$ cat src/rtl/power_issue.sv
// power_issue: operand FIFO + issue register + result register around an external combinational fp32 pow unit.
// Latency: a pair accepted at edge k drives pow_input* after edge k+1; its result is valid after edge k+2.
// Backpressure: the result register holds while out_valid && !out_ready; in_ready drops when the FIFO is full.
// Optional: define POWER_ISSUE_STATS_EN to build the saturating special_count bypass counter (tied to 0 otherwise).

module power_issue #(
    parameter int DEPTH   = 4,
    parameter int COUNT_W = 16
) (
    input  logic               clk,
    input  logic               rst,
    input  logic               in_valid,
    output logic               in_ready,
    input  logic [31:0]        inputA,
    input  logic [31:0]        inputB,
    output logic [31:0]        pow_inputA,
    output logic [31:0]        pow_inputB,
    input  logic [31:0]        pow_out,
    output logic               out_valid,
    input  logic               out_ready,
    output logic [31:0]        out,
    output logic               out_special,
    output logic [COUNT_W-1:0] special_count
);

    localparam int AW = (DEPTH > 1) ? $clog2(DEPTH) : 1;
    localparam int CW = AW + 1;
    localparam logic [CW-1:0] FULL_CNT = CW'(DEPTH);

    localparam logic [31:0] FP_ONE  = 32'h3F80_0000;
    localparam logic [31:0] FP_QNAN = 32'h7FC0_0000;
    localparam logic [31:0] FP_PINF = 32'h7F80_0000;
    localparam logic [31:0] FP_ZERO = 32'h0000_0000;

    // ------------------------------------------------------------------
    // Input FIFO
    // ------------------------------------------------------------------
    logic [31:0]   fifo_a_q [DEPTH];
    logic [31:0]   fifo_b_q [DEPTH];
    logic [AW-1:0] wr_ptr_q, wr_ptr_d;
    logic [AW-1:0] rd_ptr_q, rd_ptr_d;
    logic [CW-1:0] cnt_q, cnt_d;
    logic          fifo_full;
    logic          fifo_empty;
    logic          push;
    logic          pop;

    // ------------------------------------------------------------------
    // Issue stage (S1) and output stage (S2)
    // ------------------------------------------------------------------
    logic          s1_vld_q, s1_vld_d;
    logic [31:0]   s1_a_q, s1_a_d;      // base with sign already cleared
    logic [31:0]   s1_b_q, s1_b_d;
    logic          s1_byp_q, s1_byp_d;  // entry resolved by classification
    logic [31:0]   s1_val_q, s1_val_d;  // bypass result when s1_byp_q
    logic          s1_neg_q, s1_neg_d;  // negative base raised to odd integer
    logic          s1_adv;

    logic          s2_vld_q, s2_vld_d;
    logic [31:0]   out_q, out_d;
    logic          spec_q, spec_d;

    // ------------------------------------------------------------------
    // Classification of the FIFO head
    // ------------------------------------------------------------------
    logic [31:0]   hd_a;
    logic [31:0]   hd_b;
    logic          a_sgn, b_sgn;
    logic [7:0]    a_exp, b_exp;
    logic [22:0]   a_frc, b_frc;
    logic          a_zero, a_inf, a_nan, a_one;
    logic          b_zero, b_inf, b_nan;
    logic          b_int, b_odd;
    logic          cls_byp;
    logic [31:0]   cls_val;
    logic          cls_neg;

    // Count is registered so in_ready never depends combinationally on out_ready.
    assign fifo_full  = (cnt_q == FULL_CNT);
    assign fifo_empty = (cnt_q == '0);
    assign in_ready   = !fifo_full;

    assign s1_adv = s1_vld_q && (!s2_vld_q || out_ready);
    assign push   = in_valid && !fifo_full;
    assign pop    = !fifo_empty && (!s1_vld_q || s1_adv);

    // FIFO pointer and occupancy bookkeeping.
    always_comb begin
        wr_ptr_d = wr_ptr_q;
        rd_ptr_d = rd_ptr_q;
        if (push) begin
            wr_ptr_d = wr_ptr_q + AW'(1);
        end
        if (pop) begin
            rd_ptr_d = rd_ptr_q + AW'(1);
        end
        cnt_d = cnt_q + CW'(push) - CW'(pop);
    end

    // FIFO state registers; storage itself needs no reset because count gates it.
    always_ff @(posedge clk) begin
        if (rst) begin
            wr_ptr_q <= '0;
            rd_ptr_q <= '0;
            cnt_q    <= '0;
        end else begin
            wr_ptr_q <= wr_ptr_d;
            rd_ptr_q <= rd_ptr_d;
            cnt_q    <= cnt_d;
        end
    end

    // FIFO storage write port.
    always_ff @(posedge clk) begin
        if (push) begin
            fifo_a_q[wr_ptr_q] <= inputA;
            fifo_b_q[wr_ptr_q] <= inputB;
        end
    end

    assign hd_a = fifo_a_q[rd_ptr_q];
    assign hd_b = fifo_b_q[rd_ptr_q];

    // Field decode; denormals count as signed zero.
    always_comb begin
        a_sgn  = hd_a[31];
        a_exp  = hd_a[30:23];
        a_frc  = hd_a[22:0];
        b_sgn  = hd_b[31];
        b_exp  = hd_b[30:23];
        b_frc  = hd_b[22:0];

        a_zero = (a_exp == 8'h00);
        a_inf  = (a_exp == 8'hFF) && (a_frc == '0);
        a_nan  = (a_exp == 8'hFF) && (a_frc != '0);
        a_one  = (hd_a == FP_ONE);
        b_zero = (b_exp == 8'h00);
        b_inf  = (b_exp == 8'hFF) && (b_frc == '0);
        b_nan  = (b_exp == 8'hFF) && (b_frc != '0);
    end

    // Integer / odd test on the exponent operand. With e = exp-127, fraction
    // bits below weight 2^0 are [22-e:0]; the units bit is bit (23-e) of {1,frac}.
    always_comb begin
        b_int = 1'b0;
        b_odd = 1'b0;
        if (b_zero) begin
            b_int = 1'b1;
        end else if (b_exp >= 8'd150) begin
            b_int = 1'b1;
        end else if (b_exp >= 8'd127) begin
            b_int = ((b_frc & (23'h7F_FFFF >> (b_exp - 8'd127))) == 23'd0);
        end

        if ((b_exp == 8'd127) && (b_frc == '0)) begin
            b_odd = 1'b1;
        end else if ((b_exp >= 8'd128) && (b_exp <= 8'd150)) begin
            b_odd = |(({1'b1, b_frc} >> (8'd150 - b_exp)) & 24'd1);
        end
    end

    // Special-value bypass, first matching rule wins.
    always_comb begin
        cls_byp = 1'b1;
        cls_val = FP_ZERO;
        if (b_zero) begin
            cls_val = FP_ONE;
        end else if (a_one) begin
            cls_val = FP_ONE;
        end else if (a_nan || b_nan) begin
            cls_val = FP_QNAN;
        end else if (a_zero && !b_sgn) begin
            cls_val = FP_ZERO;
        end else if (a_zero && b_sgn) begin
            cls_val = FP_PINF;
        end else if (a_inf || b_inf) begin
            cls_val = FP_QNAN;
        end else if (a_sgn && !b_int) begin
            cls_val = FP_QNAN;
        end else begin
            cls_byp = 1'b0;
        end
        cls_neg = a_sgn && b_odd;
    end

    // Issue register: load from the FIFO head, or empty out when it moves on.
    always_comb begin
        s1_vld_d = s1_vld_q;
        s1_a_d   = s1_a_q;
        s1_b_d   = s1_b_q;
        s1_byp_d = s1_byp_q;
        s1_val_d = s1_val_q;
        s1_neg_d = s1_neg_q;
        if (pop) begin
            s1_vld_d = 1'b1;
            s1_a_d   = {1'b0, hd_a[30:0]};
            s1_b_d   = hd_b;
            s1_byp_d = cls_byp;
            s1_val_d = cls_val;
            s1_neg_d = cls_neg;
        end else if (s1_adv) begin
            s1_vld_d = 1'b0;
        end
    end

    // Issue register state.
    always_ff @(posedge clk) begin
        if (rst) begin
            s1_vld_q <= 1'b0;
            s1_a_q   <= '0;
            s1_b_q   <= '0;
            s1_byp_q <= 1'b0;
            s1_val_q <= '0;
            s1_neg_q <= 1'b0;
        end else begin
            s1_vld_q <= s1_vld_d;
            s1_a_q   <= s1_a_d;
            s1_b_q   <= s1_b_d;
            s1_byp_q <= s1_byp_d;
            s1_val_q <= s1_val_d;
            s1_neg_q <= s1_neg_d;
        end
    end

    // The pow unit sees S1 even for bypassed entries; its result is then discarded.
    assign pow_inputA = s1_a_q;
    assign pow_inputB = s1_b_q;

    // Output register: capture the pow result (sign forced) or the bypass value.
    always_comb begin
        s2_vld_d = s2_vld_q;
        out_d    = out_q;
        spec_d   = spec_q;
        if (s1_adv) begin
            s2_vld_d = 1'b1;
            spec_d   = s1_byp_q;
            out_d    = s1_byp_q ? s1_val_q : {s1_neg_q, 31'(pow_out & 32'h7FFF_FFFF)};
        end else if (out_ready) begin
            s2_vld_d = 1'b0;
        end
    end

    // Output register state.
    always_ff @(posedge clk) begin
        if (rst) begin
            s2_vld_q <= 1'b0;
            out_q    <= '0;
            spec_q   <= 1'b0;
        end else begin
            s2_vld_q <= s2_vld_d;
            out_q    <= out_d;
            spec_q   <= spec_d;
        end
    end

    assign out_valid   = s2_vld_q;
    assign out         = out_q;
    assign out_special = spec_q;

`ifdef POWER_ISSUE_STATS_EN
    logic [COUNT_W-1:0] scnt_q, scnt_d;

    // Count bypassed results as they are consumed, saturating at all-ones.
    always_comb begin
        scnt_d = scnt_q;
        if (s2_vld_q && out_ready && spec_q && (scnt_q != '1)) begin
            scnt_d = scnt_q + COUNT_W'(1);
        end
    end

    // Counter state.
    always_ff @(posedge clk) begin
        if (rst) begin
            scnt_q <= '0;
        end else begin
            scnt_q <= scnt_d;
        end
    end

    assign special_count = scnt_q;
`else
    assign special_count = '0;
`endif

endmodule

$ cat config.mk
export PLATFORM = sky130hd
export DESIGN_NAME = power_issue
export DESIGN_NICKNAME = d
export VERILOG_FILES = /design/src/rtl/power_issue.sv
export SDC_FILE = /design/constraint.sdc
export NUM_CORES = 1
export LEC_CHECK = 0
export CAP_MARGIN = 15
export CORE_MARGIN = 2
export CORE_UTILIZATION = 45
export DETAILED_ROUTE_END_ITERATION = 7
export HOLD_SLACK_MARGIN = 0.05
export PLACE_DENSITY_LB_ADDON = 0.08
export SYNTH_ARGS = -nofsm -noshare
export SYNTH_HDL_FRONTEND = slang
export SYNTH_SLANG_ARGS = --single-unit
$ cat constraint.sdc
create_clock -name clk -period 3.89 [get_ports clk]
set_input_delay 0.778 -clock clk [delete_from_list [all_inputs] [get_ports clk]]
set_output_delay 0.778 -clock clk [all_outputs]
set_load 0.005 [all_outputs]
==> impl_results.md, run 1 <==
- Run status: finished, final reports clean
- Final Util: 56.7%
- P&R area growth vs syn: 23.4%
- Maximum number of pins on one net before global-route repair: 74
- Pwr/cell area: 732 nW/µm²
- Routed wire length: 32600 µm
- Later-pin clock latency in the skew report: between 500 and 600 ps
- Synth Area in Adders: less than 1%
- CTS Buf Count: 39
- Slew HR: 39.4%
- Die height: between 150 and 200 µm
- Post-synthesis sequential area ratio: 68.1%
- CP max stage delay: 580 ps
- Hold Path Origin: out[12]$_SDFFE_PP0P_
- Post-synthesis mux area share: a little under an eighth
- DIE WIDTH: 184 µm
- Detailed Routing Iterations Pass 1: 7
- Hold WC Path Type: reg -> reg
- Die area: approximately 34000 µm²
- GRT Total Usage: 19.5%
- Post-synth EDFFs: 256
- FF-to-FF setup slack: 580 ps
- Filler Cells Inserted: 2595
- Slowest CP cell: mux4_2
- H-tree depth: 2
- Synth Area in Compound Gates: approximately 5.9%
- Reg clk slew, reported paths: roughly 60 ps
- Static Leak: 5.98 nW
- Vias in the first global route: a little under 9000
- Routed length per instance: 20.0 µm
- Yosys warning count: 0
- Layout net count: approximately 1300
- DRC: 0
- Worst vdd ir: 0.404 mV
- Post-DP Area: 16900 µm²
- CP Data Required Time: ~4300 ps
- Final HPWL DP: 20800 µm
- Fin. max-slew vios: 0
- Initial antenna violation count: 1
- Crit path DAT: between 3000 and 4000 ps
- CTS max path bufs: 3
- Placer Congestion: ~0.83
- Skew final: 14.7 ps
- Synth Area per Inst: 14.4 µm²
- Post-route ant nets: 0
- Total Neg Setup Slack: 0 ps
- Total gr overflow: 0
- Max Freq: 302 MHz
- Via-per-instance ratio: 5.42
- Cell mode on critical path: mux4_2
- WP buf/inv: 2
- Layout cell share with drive strength beyond 1: 12.2%
- Post-CTS Hold Fix Bufs: 0
- Tcrit/Tclk final: 85.0%
- CP cell instances: mux4_2, inv_1, ha_1, inv_2, mux4_2, mux2_4, nor3_2, a31oi_1, nand4_1, nor2_1, a211o_1
- FF/Latch Area: 9940 µm²
- CTS Sinks: 368
- Setup CP Type: reg -> reg
- Crit Path Max Fanout: 10
- Xor/xnor cell area share of the yosys netlist: 0.772%
- Resized Gates After CTS: 0
- Mapped Cells: around 1000
- Fin area: 18000 µm²
- Root Driver: clkbuf_16
- First-pass GRT wire length: 50500 µm
- Initial DRC Count: 547
- Final hold vios: 0
- Min Tclk post-route: 3310 ps
- Ys async rst share: 0%
- Main combinational cell family by area after synthesis: multiplexers
- Setup violators final: 0
- Hold_ws: 447 ps
- Post-synth top flop: edfxtp_1
- CTS tree: done
- Synth cell types: 65
- IO Count: 215
- CP Capture Type: register
- Core Rows: 65
- Synth Area in Simple Gates: 9.25%
- Post-synthesis register bit count: ~370
- Core box area: 31700 µm²
- CP delay by family, top: multiplexers
- RSZ-0062 raised after global routing: false
- Max-cap check violation count: 0
- Startpoint Class: register
- IO Port Bufs: 196
- Power Total: 13.2 mW
- Initial Util: a little under half
- Slew @ Worst Pin: 909 ps
- Buffer count from post-CTS setup fixing: 0
- Area occupied by multi-input gates: approximately 4200 µm²
- Synth Cell Area: 14600 µm²
- Vias after detailed routing: 8836
state kept, by name, indices dropped and copies added (netlist names), named ones only:
signal,cells
out_valid,1
fifo_b_q,128
s1_vld_q,1
pow_inputB,32
s1_byp_q,1
wr_ptr_q,2
s1_val_q,3
rd_ptr_q,2
fifo_a_q,128
pow_inputA,31
s1_neg_q,1
out,32
out_special,1
cnt_q,3
where the power goes:
part,total (mW),internal (mW),switching (mW),leakage (nW)
clock,3.27,1.86,1.41,0.546
sequential,5.24,4.92,0.316,3.27
combinational,4.66,2.13,2.52,2.16
routing by layer:
| metal | wire, µm | track usage (%) | vias up | share of wire [%] |
|---|---|---|---|---|
| met5 | 0 | 0 | - | 0 |
| met4 | 518 | 4.35 | 0 | 1.6 |
| met3 | 1800 | 3.55 | 43 | 5.5 |
| met2 | 15700 | 32.6 | 248 | 48 |
| met1 | 14600 | 26.7 | 4417 | 45 |
| li1 | - | - | 4128 | - |
worst paths after layout:
kind	to	cells past startpoint
worst max register to register	s1_neg_q$_SDFFE_PP0P_	11
worst min-delay path	out[12]$_SDFFE_PP0P_	2
worst max-delay path	s1_neg_q$_SDFFE_PP0P_	11
worst min register to register	out[12]$_SDFFE_PP0P_	2
through the flow:
| stage | setup slack, ps | cells |
|---|---|---|
| 2_1_floorplan | 599 | 1026 |
| 3_3_place_gp | 552 | 1559 |
| 3_5_place_dp | 563 | 1559 |
| 4_1_cts | 555 | 1629 |
| 5_1_grt | 272 | 1630 |
| 6_report | 583 | 1630 |
cells in the mapped netlist, types with 6 or more instances:
| cell type | count | area, µm² |
|---|---|---|
| nand2_1 | 172 | 646 |
| mux2i_1 | 10 | 100 |
| nand4_1 | 7 | 43.8 |
| mux4_2 | 69 | 1550 |
| nand3b_1 | 24 | 180 |
| and3_1 | 6 | 37.5 |
| nor2_1 | 38 | 143 |
| buf_4 | 19 | 143 |
| nor3_1 | 10 | 50.1 |
| a21oi_1 | 98 | 490 |
| dfxtp_1 | 112 | 2240 |
| clkbuf_1 | 38 | 143 |
| nand3_1 | 9 | 45.0 |
| a211oi_1 | 13 | 97.6 |
| inv_1 | 12 | 45.0 |
| nor2b_1 | 6 | 37.5 |
| buf_1 | 9 | 33.8 |
| ha_1 | 9 | 113 |
| edfxtp_1 | 256 | 7690 |
| o21ai_0 | 10 | 50.1 |
| xnor2_1 | 6 | 52.6 |
kinds of logic (layout without fill, tap and decap cells):
group,Yosys count,in the layout
DFF,368,368
and+or+nand+nor,295,295
AOI/OAI and AO/OA,149,149
buffers and inverters,92,293
muxes,83,83
xor gates and xnor gates,12,12
adders and majority gates,10,10
other,1,18
area by class of cell:
cell class	instances	area share (%)
sequential	368	55.2
timing repair buffer	209	11.9
tap	402	2.80
antenna	1	0.0139
clock inverter	19	0.487
multi-input combinational	566	23.6
clock buffer	51	5.73
inverter	14	0.292
placed cells by master (no fill, tap or decap), types with 4 or more instances in the layout:
cell	count
edfxtp_1	256
clkdlybuf4s50_1	195
nand2_1	172
dfxtp_1	110
a21oi_1	98
mux4_2	69
clkbuf_16	39
nor2_1	38
nand3b_1	24
conb_1	17
a211oi_1	13
inv_1	12
clkbuf_1	11
clkinv_1	11
nor3_1	10
o21ai_0	10
mux2i_1	10
nand3_1	9
ha_1	9
buf_4	8
nand4_1	7
xnor2_1	6
clkinv_2	6
buf_12	6
and3_4	5
nor4_1	5
nor2b_1	5
xor2_1	5
o21ai_1	4
tightest hold or removal path, delay by kind of cell, from the launching register on:
family | cells | cell delay [ps]
flip-flops | 1 | 300
AND/OR/NAND/NOR | 1 | 50
AO/OA/AOI/OAI | 1 | 50
(Power assumes the default switching activity.)
==> inputs of run 2 (changes only) <==
--- a/config.mk
+++ b/config.mk
@@ -6,11 +6,12 @@
 export NUM_CORES = 1
 export LEC_CHECK = 0
 export CAP_MARGIN = 15
+export CORE_ASPECT_RATIO = 0.8
 export CORE_MARGIN = 2
 export CORE_UTILIZATION = 45
 export DETAILED_ROUTE_END_ITERATION = 7
 export HOLD_SLACK_MARGIN = 0.05
-export PLACE_DENSITY_LB_ADDON = 0.08
+export PLACE_DENSITY = 0.68
 export SYNTH_ARGS = -nofsm -noshare
 export SYNTH_HDL_FRONTEND = slang
 export SYNTH_SLANG_ARGS = --single-unit
==> impl_results.md, run 2 (same netlist as run 1, synthesis figures left out) <==
- Setup violators final: 0 (unchanged)
- Crit path DAT: 3630 ps (was 3710 ps)
- Hold Path Origin: out[7]$_SDFFE_PP0P_ (was out[12]$_SDFFE_PP0P_)
- First-pass GRT wire length: 51200 µm (was 50500 µm)
- Die area: 33900 µm² (about the same)
- Fin. max-slew vios: 0 (unchanged)
- Total gr overflow: 0 (unchanged)
- Via-per-instance ratio: 5.37 (was 5.42)
- H-tree depth: 2 (unchanged)
- IO Count: 215 (unchanged)
- Max-cap check violation count: 0 (unchanged)
- Initial DRC Count: 549 (was 547)
- Resized Gates After CTS: 0 (unchanged)
- Routed wire length: 33300 µm (was 32600 µm)
- Placer Congestion: 0.860 (was 0.830)
- Hold WC Path Type: reg -> reg (unchanged)
- Post-route ant nets: 0 (unchanged)
- Slew @ Worst Pin: 902 ps (was 909 ps)
- FF-to-FF setup slack: 630 ps (was 580 ps)
- Static Leak: 6.05 nW (was 5.98 nW)
- Worst vdd ir: 0.594 mV (was 0.404 mV)
- Placed insts: 1578 (was 1559)
- GRT met3 Usage: 4.18% (was 3.55%)
- Setup WS pre-CTS: 641 ps (was 563 ps)
- IO Port Bufs: 196 (unchanged)
- Reg2Reg Depth: 9 (was 11)
- GRT Max-Usage Layer: met2 (unchanged)
- CTS max path bufs: 3 (unchanged)
- Total Neg Setup Slack: 0 ps (unchanged)
- Slowest CP cell: mux4_2 (unchanged)
- Root Driver: clkbuf_16 (unchanged)
- Initial Util: 46.1% (was 46.0%)
- Power Total: 13.5 mW (was 13.2 mW)
- Fin area: 18200 µm² (was 18000 µm²)
- DRC: 0 (unchanged)
- Top flop regs: fifo_a_q: 128 flops, fifo_b_q: 128 flops (unchanged)
- Core box area: 31600 µm² (was 31700 µm²)
- Detailed Routing Iterations Pass 1: 5 (was 7)
- Final hold vios: 0 (unchanged)
- Grt met2 use: 32.0% (was 32.6%)
- Skew final: 26.5 ps (was 14.7 ps)
- Vias in the first global route: 8897 (was 8817)
- Layout cell share with drive strength beyond 1: 13.0% (was 12.2%)
- Worst R2R End: s1_byp_q$_SDFFE_PP0P_ (was s1_neg_q$_SDFFE_PP0P_)
- Routed length per instance: 20.1 µm (was 20.0 µm)
- Die height: 165 µm (was 184 µm)
- CP Capture Type: register (unchanged)
- Worst setup margin: 633 ps (was 583 ps)
- Core Rows: 58 (was 65)
- Worst Hold End: out[7]$_SDFFE_PP0P_ (was out[12]$_SDFFE_PP0P_)
- Crit Path Max Fanout: 18 (was 10)
- Initial antenna violation count: 1 (unchanged)
- CTS tree: done (unchanged)
- Slew HR: 39.9% (was 39.4%)
- Post-CTS Hold Fix Bufs: 0 (unchanged)
- CTS Sinks: 368 (unchanged)
- Max Freq: 307 MHz (was 302 MHz)
- CP cell instances: buf_4, mux4_2, xor2_1, o21ai_1, a2111oi_0, o2111ai_1, nand4_1, and3_4, a211oi_2 (was mux4_2, inv_1, ha_1, inv_2, mux4_2, mux2_4, nor3_2, a31oi_1, nand4_1, nor2_1, a211o_1)
- Tcrit/Tclk final: 83.7% (was 85.0%)
- Commonest non-fill, non-tap cell in the layout: edfxtp_1 (unchanged)
- Run status: finished, final reports clean (unchanged)
- Vias after detailed routing: 8874 (was 8836)
- Later-pin clock latency in the skew report: 540 ps (was 510 ps)
- Maximum number of pins on one net before global-route repair: 69 (was 74)
- Layout net count: 1309 (was 1308)
- GRT Total Usage: 20.0% (was 19.5%)
- Post-DP Area: 16900 µm² (about the same)
- Final HPWL DP: 21200 µm (was 20800 µm)
- Highest-count cells in the layout ignoring fill and taps: 256 x edfxtp_1, 195 x clkdlybuf4s50_1, 172 x nand2_1 (unchanged)
- RSZ-0062 raised after global routing: false (unchanged)
- GR Layer Usage met1: 28.5% (was 26.7%)
- Hold Crit Depth: 2 (unchanged)
- CTS Buf Count: 38 (was 39)
- Pwr/cell area: 746 nW/µm² (was 732 nW/µm²)
- CP max stage delay: 740 ps (was 580 ps)
- Final Non-Filler Cells: 1651 (was 1630)
- P&R area growth vs syn: 24.6% (was 23.4%)
- Min Tclk post-route: 3260 ps (was 3310 ps)
- Setup CP Type: reg -> reg (unchanged)
- DIE WIDTH: 205 µm (was 184 µm)
- Buffer count from post-CTS setup fixing: 0 (unchanged)
- Startpoint Class: register (unchanged)
- Reg clk slew, reported paths: 60 ps (about the same)
- CP Data Required Time: 4260 ps (was 4290 ps)
run 2: cell types whose count changed in the layout (fill, tap and decap cells not counted), sizes merged:
| cell | before | now |
|---|---|---|
| diode | 1 | 2 |
| buf | 14 | 16 |
| clkinv | 17 | 10 |
| clkbuf | 51 | 55 |
| bufinv | 0 | 3 |
run 2: power by group:
group          total [mW]  internal [mW]  switching (mW)
clock                3.61           2.14            1.47
sequential           5.23           4.92           0.310
combinational        4.71           2.16            2.55
total                13.5           9.22            4.33
run 2: layout make-up:
class	count	area, µm²
fillers	2529	13500
flip-flops and latches	368	9930
multi-input cells	566	4240
repair buffers	211	2150
clock buffers	55	1080
well taps	420	526
clock inverters	15	178
inverters	14	52.6
diodes	2	5.00
run 2: routing by layer:
metal	wire length, µm	share of wire, %
met1	15100	45
met2	15400	46
met3	2290	6.9
met4	436	1.3
met5	0	0
run 2: worst max-delay path by stage:
stage,startpoint,to,slack (ps)
after floorplan,register,s1_byp_q$_SDFFE_PP0P_,600
after global placement,register,s1_byp_q$_SDFFE_PP0P_,680
after detailed placement,register,s1_byp_q$_SDFFE_PP0P_,640
after CTS,register,s1_byp_q$_SDFFE_PP0P_,600
after global routing,register,s1_byp_q$_SDFFE_PP0P_,420
final,register,s1_byp_q$_SDFFE_PP0P_,630
run 2: critical path: cells and delay by family (launching register included):
family | cells | cell delay, ps
xor+xnor | 1 | 310
compound gates | 4 | 920
buf+inv | 1 | 340
simple gates | 2 | 400
mux | 1 | 740
flops | 1 | 390
run 2: per-stage QoR:
step                util [%]  hold slack, ps
detailed placement      53.4             445
finish                  57.4             450
CTS                     57.4             453
global placement        53.4             438
floorplan                  -             448
global route            57.4             468
==> inputs of run 3 (changes only) <==
==> constraint.sdc (replaced) <==
create_clock -name clk -period 3.2 [get_ports clk]
set_input_delay 0.64 -clock clk [delete_from_list [all_inputs] [get_ports clk]]
set_output_delay 0.64 -clock clk [all_outputs]
set_load 0.005 [all_outputs]
==> impl_results.md, run 3 (same netlist as run 1, synthesis figures left out) <==
- Final hold vios: 0 (unchanged)
- Maximum number of pins on one net before global-route repair: 69 (unchanged)
- Routed wire length: 34100 µm (was 33300 µm)
- First-pass GRT wire length: 51600 µm (was 51200 µm)
- CTS tree: done (unchanged)
- Final Non-Filler Cells: 1671 (was 1651)
- CP Data Required Time: 3640 ps (was 4260 ps)
- Commonest non-fill, non-tap cell in the layout: edfxtp_1 (unchanged)
- FF-to-FF setup slack: 120 ps (was 630 ps)
- Later-pin clock latency in the skew report: 530 ps (was 540 ps)
- Crit path DAT: 3520 ps (was 3630 ps)
- Layout net count: 1332 (was 1309)
- Detailed Routing Iterations Pass 1: 7 (was 5)
- Vias after detailed routing: 9111 (was 8874)
- Max-cap check violation count: 0 (unchanged)
- DIE WIDTH: 205 µm (unchanged)
- CTS Sinks: 368 (unchanged)
- IO Count: 215 (unchanged)
- DRC: 0 (unchanged)
- CP max stage delay: 580 ps (was 740 ps)
- Hold WC Path Type: reg -> reg (unchanged)
- Min Tclk post-route: 3080 ps (was 3260 ps)
- Worst vdd ir: 0.539 mV (was 0.594 mV)
- Slew @ Worst Pin: 781 ps (was 902 ps)
- Total gr overflow: 0 (unchanged)
- RSZ-0062 raised after global routing: false (unchanged)
- Via-per-instance ratio: 5.45 (was 5.37)
- CTS max path bufs: 3 (unchanged)
- CTS Buf Count: 37 (was 38)
- Post-DP Area: 17100 µm² (was 16900 µm²)
- H-tree depth: 2 (unchanged)
- Core box area: 31600 µm² (unchanged)
- Placer Congestion: 0.863 (was 0.860)
- Layout cell share with drive strength beyond 1: 14.4% (was 13.0%)
- Root Driver: clkbuf_16 (unchanged)
- Hold_ws: 449 ps (was 450 ps)
- Fin. max-slew vios: 0 (unchanged)
- GRT Total Usage: 20.1% (was 20.0%)
- Final HPWL DP: 22400 µm (was 21200 µm)
- CP Capture Type: register (unchanged)
- Core Rows: 58 (unchanged)
- Die height: 165 µm (unchanged)
- Hold Path Origin: out[21]$_SDFFE_PP0P_ (was out[7]$_SDFFE_PP0P_)
- Skew final: 12.2 ps (was 26.5 ps)
- Top flop regs: fifo_a_q: 128 flops, fifo_b_q: 128 flops (unchanged)
- Static Leak: 6.14 nW (was 6.05 nW)
- Initial Util: 46.1% (unchanged)
- Routed length per instance: 20.4 µm (was 20.1 µm)
- Max Freq: 325 MHz (was 307 MHz)
- Post-CTS Hold Fix Bufs: 0 (unchanged)
- Pwr/cell area: 899 nW/µm² (was 746 nW/µm²)
- P&R area growth vs syn: 25.5% (was 24.6%)
- Post-route ant nets: 0 (unchanged)
- IO Port Bufs: 196 (unchanged)
- Placed insts: 1602 (was 1578)
- Tcrit/Tclk final: 96.2% (was 83.7%)
- Reg clk slew, reported paths: 60 ps (about the same)
- Total Neg Setup Slack: 0 ps (unchanged)
- Setup violators final: 0 (unchanged)
- Slew HR: 47.9% (was 39.9%)
- Worst R2R End: s1_byp_q$_SDFFE_PP0P_ (unchanged)
- Run status: finished, final reports clean (unchanged)
- Die area: 33900 µm² (unchanged)
- Fin area: 18300 µm² (was 18200 µm²)
- Crit Path Max Fanout: 6 (was 18)
- Reg2Reg Depth: 10 (was 9)
- Initial antenna violation count: 5 (was 1)
- Initial DRC Count: 758 (was 549)
- Startpoint Class: register (unchanged)
- Setup CP Type: reg -> reg (unchanged)
- CP cell instances: mux4_2, ha_1, and2_1, a22o_1, a41oi_1, a2111oi_2, o2111ai_1, nand4_1, and3_4, a211oi_2 (was buf_4, mux4_2, xor2_1, o21ai_1, a2111oi_0, o2111ai_1, nand4_1, and3_4, a211oi_2)
- Vias in the first global route: 9018 (was 8897)
- Highest-count cells in the layout ignoring fill and taps: 256 x edfxtp_1, 195 x clkdlybuf4s50_1, 172 x nand2_1 (unchanged)
- Slowest CP cell: mux4_2 (unchanged)
- Critical Path End: s1_byp_q$_SDFFE_PP0P_ (unchanged)
[run 3: cell types whose count changed in the layout (fill, tap and decap cells not counted), moves of 2 or more]
cell,change
buf_12,+3
bufinv_16,-2
buf_4,+22
clkbuf_1,+4
[run 3: layout make-up]
cell class / count / area, µm²
Antenna cell: 1 / 2.50
Clock buffer: 58 / 1080
Clock inverter: 9 / 78.8
Fill cell: 2532 / 13300
Inverter: 14 / 55.1
Multi-Input combinational cell: 566 / 4260
Sequential cell: 368 / 9930
Tap cell: 420 / 526
Timing Repair Buffer: 235 / 2360
[run 3: repair_timing]
item                                    CTS  global route
resized for setup                         0             3
endpoints found under the setup margin    0             5
setup buffers                             0             1
[run 3: critical path: cells and delay by family (launching register included)]
family / cells / cell delay, ps
and+or+nand+nor: 3 / 630
DFF: 1 / 400
muxes: 1 / 580
AOI/OAI and AO/OA: 5 / 1050
adders and majority gates: 1 / 320
[run 3: routing by layer]
layer  track usage, %  part of all wire, %  wire length [µm]  vias to the layer above
met5                0                 0.16                56                        -
met4             4.84                  1.5               523                        8
met3             5.37                  8.1              2780                       53
met2             32.4                   47             15900                      304
met1             27.4                   43             14800                     4562
li1                 -                    -                 -                     4184
[run 3: how the worst min path moves through the flow]
stage / end / slack, ps / cells past startpoint
2_1_floorplan: out[0]$_SDFFE_PP0P_ / 450 / 2
3_3_place_gp: out[4]$_SDFFE_PP0P_ / 440 / 2
3_5_place_dp: out[7]$_SDFFE_PP0P_ / 450 / 2
4_1_cts: out[7]$_SDFFE_PP0P_ / 450 / 2
5_1_grt: out_special$_SDFFE_PP0P_ / 470 / 2
6_report: out[21]$_SDFFE_PP0P_ / 450 / 2
[run 3: where the power goes]
group	switching [mW]	leakage [nW]	internal, mW
Combinational	3.15	2.30	2.79
Clock	1.73	0.565	2.40
Sequential	0.393	3.27	5.98
Total	5.27	6.14	11.2
[run 3: per-stage QoR]
step                      power, mW  worst slack (ps)  utilization (%)
after CTS                      16.6              67.9             57.8
after global placement         12.3               107             54.1
after detailed placement       12.4              93.1             54.1
after global routing           17.4              11.0             57.8
after floorplan                10.1              39.6                -
final                          16.4               121             57.8
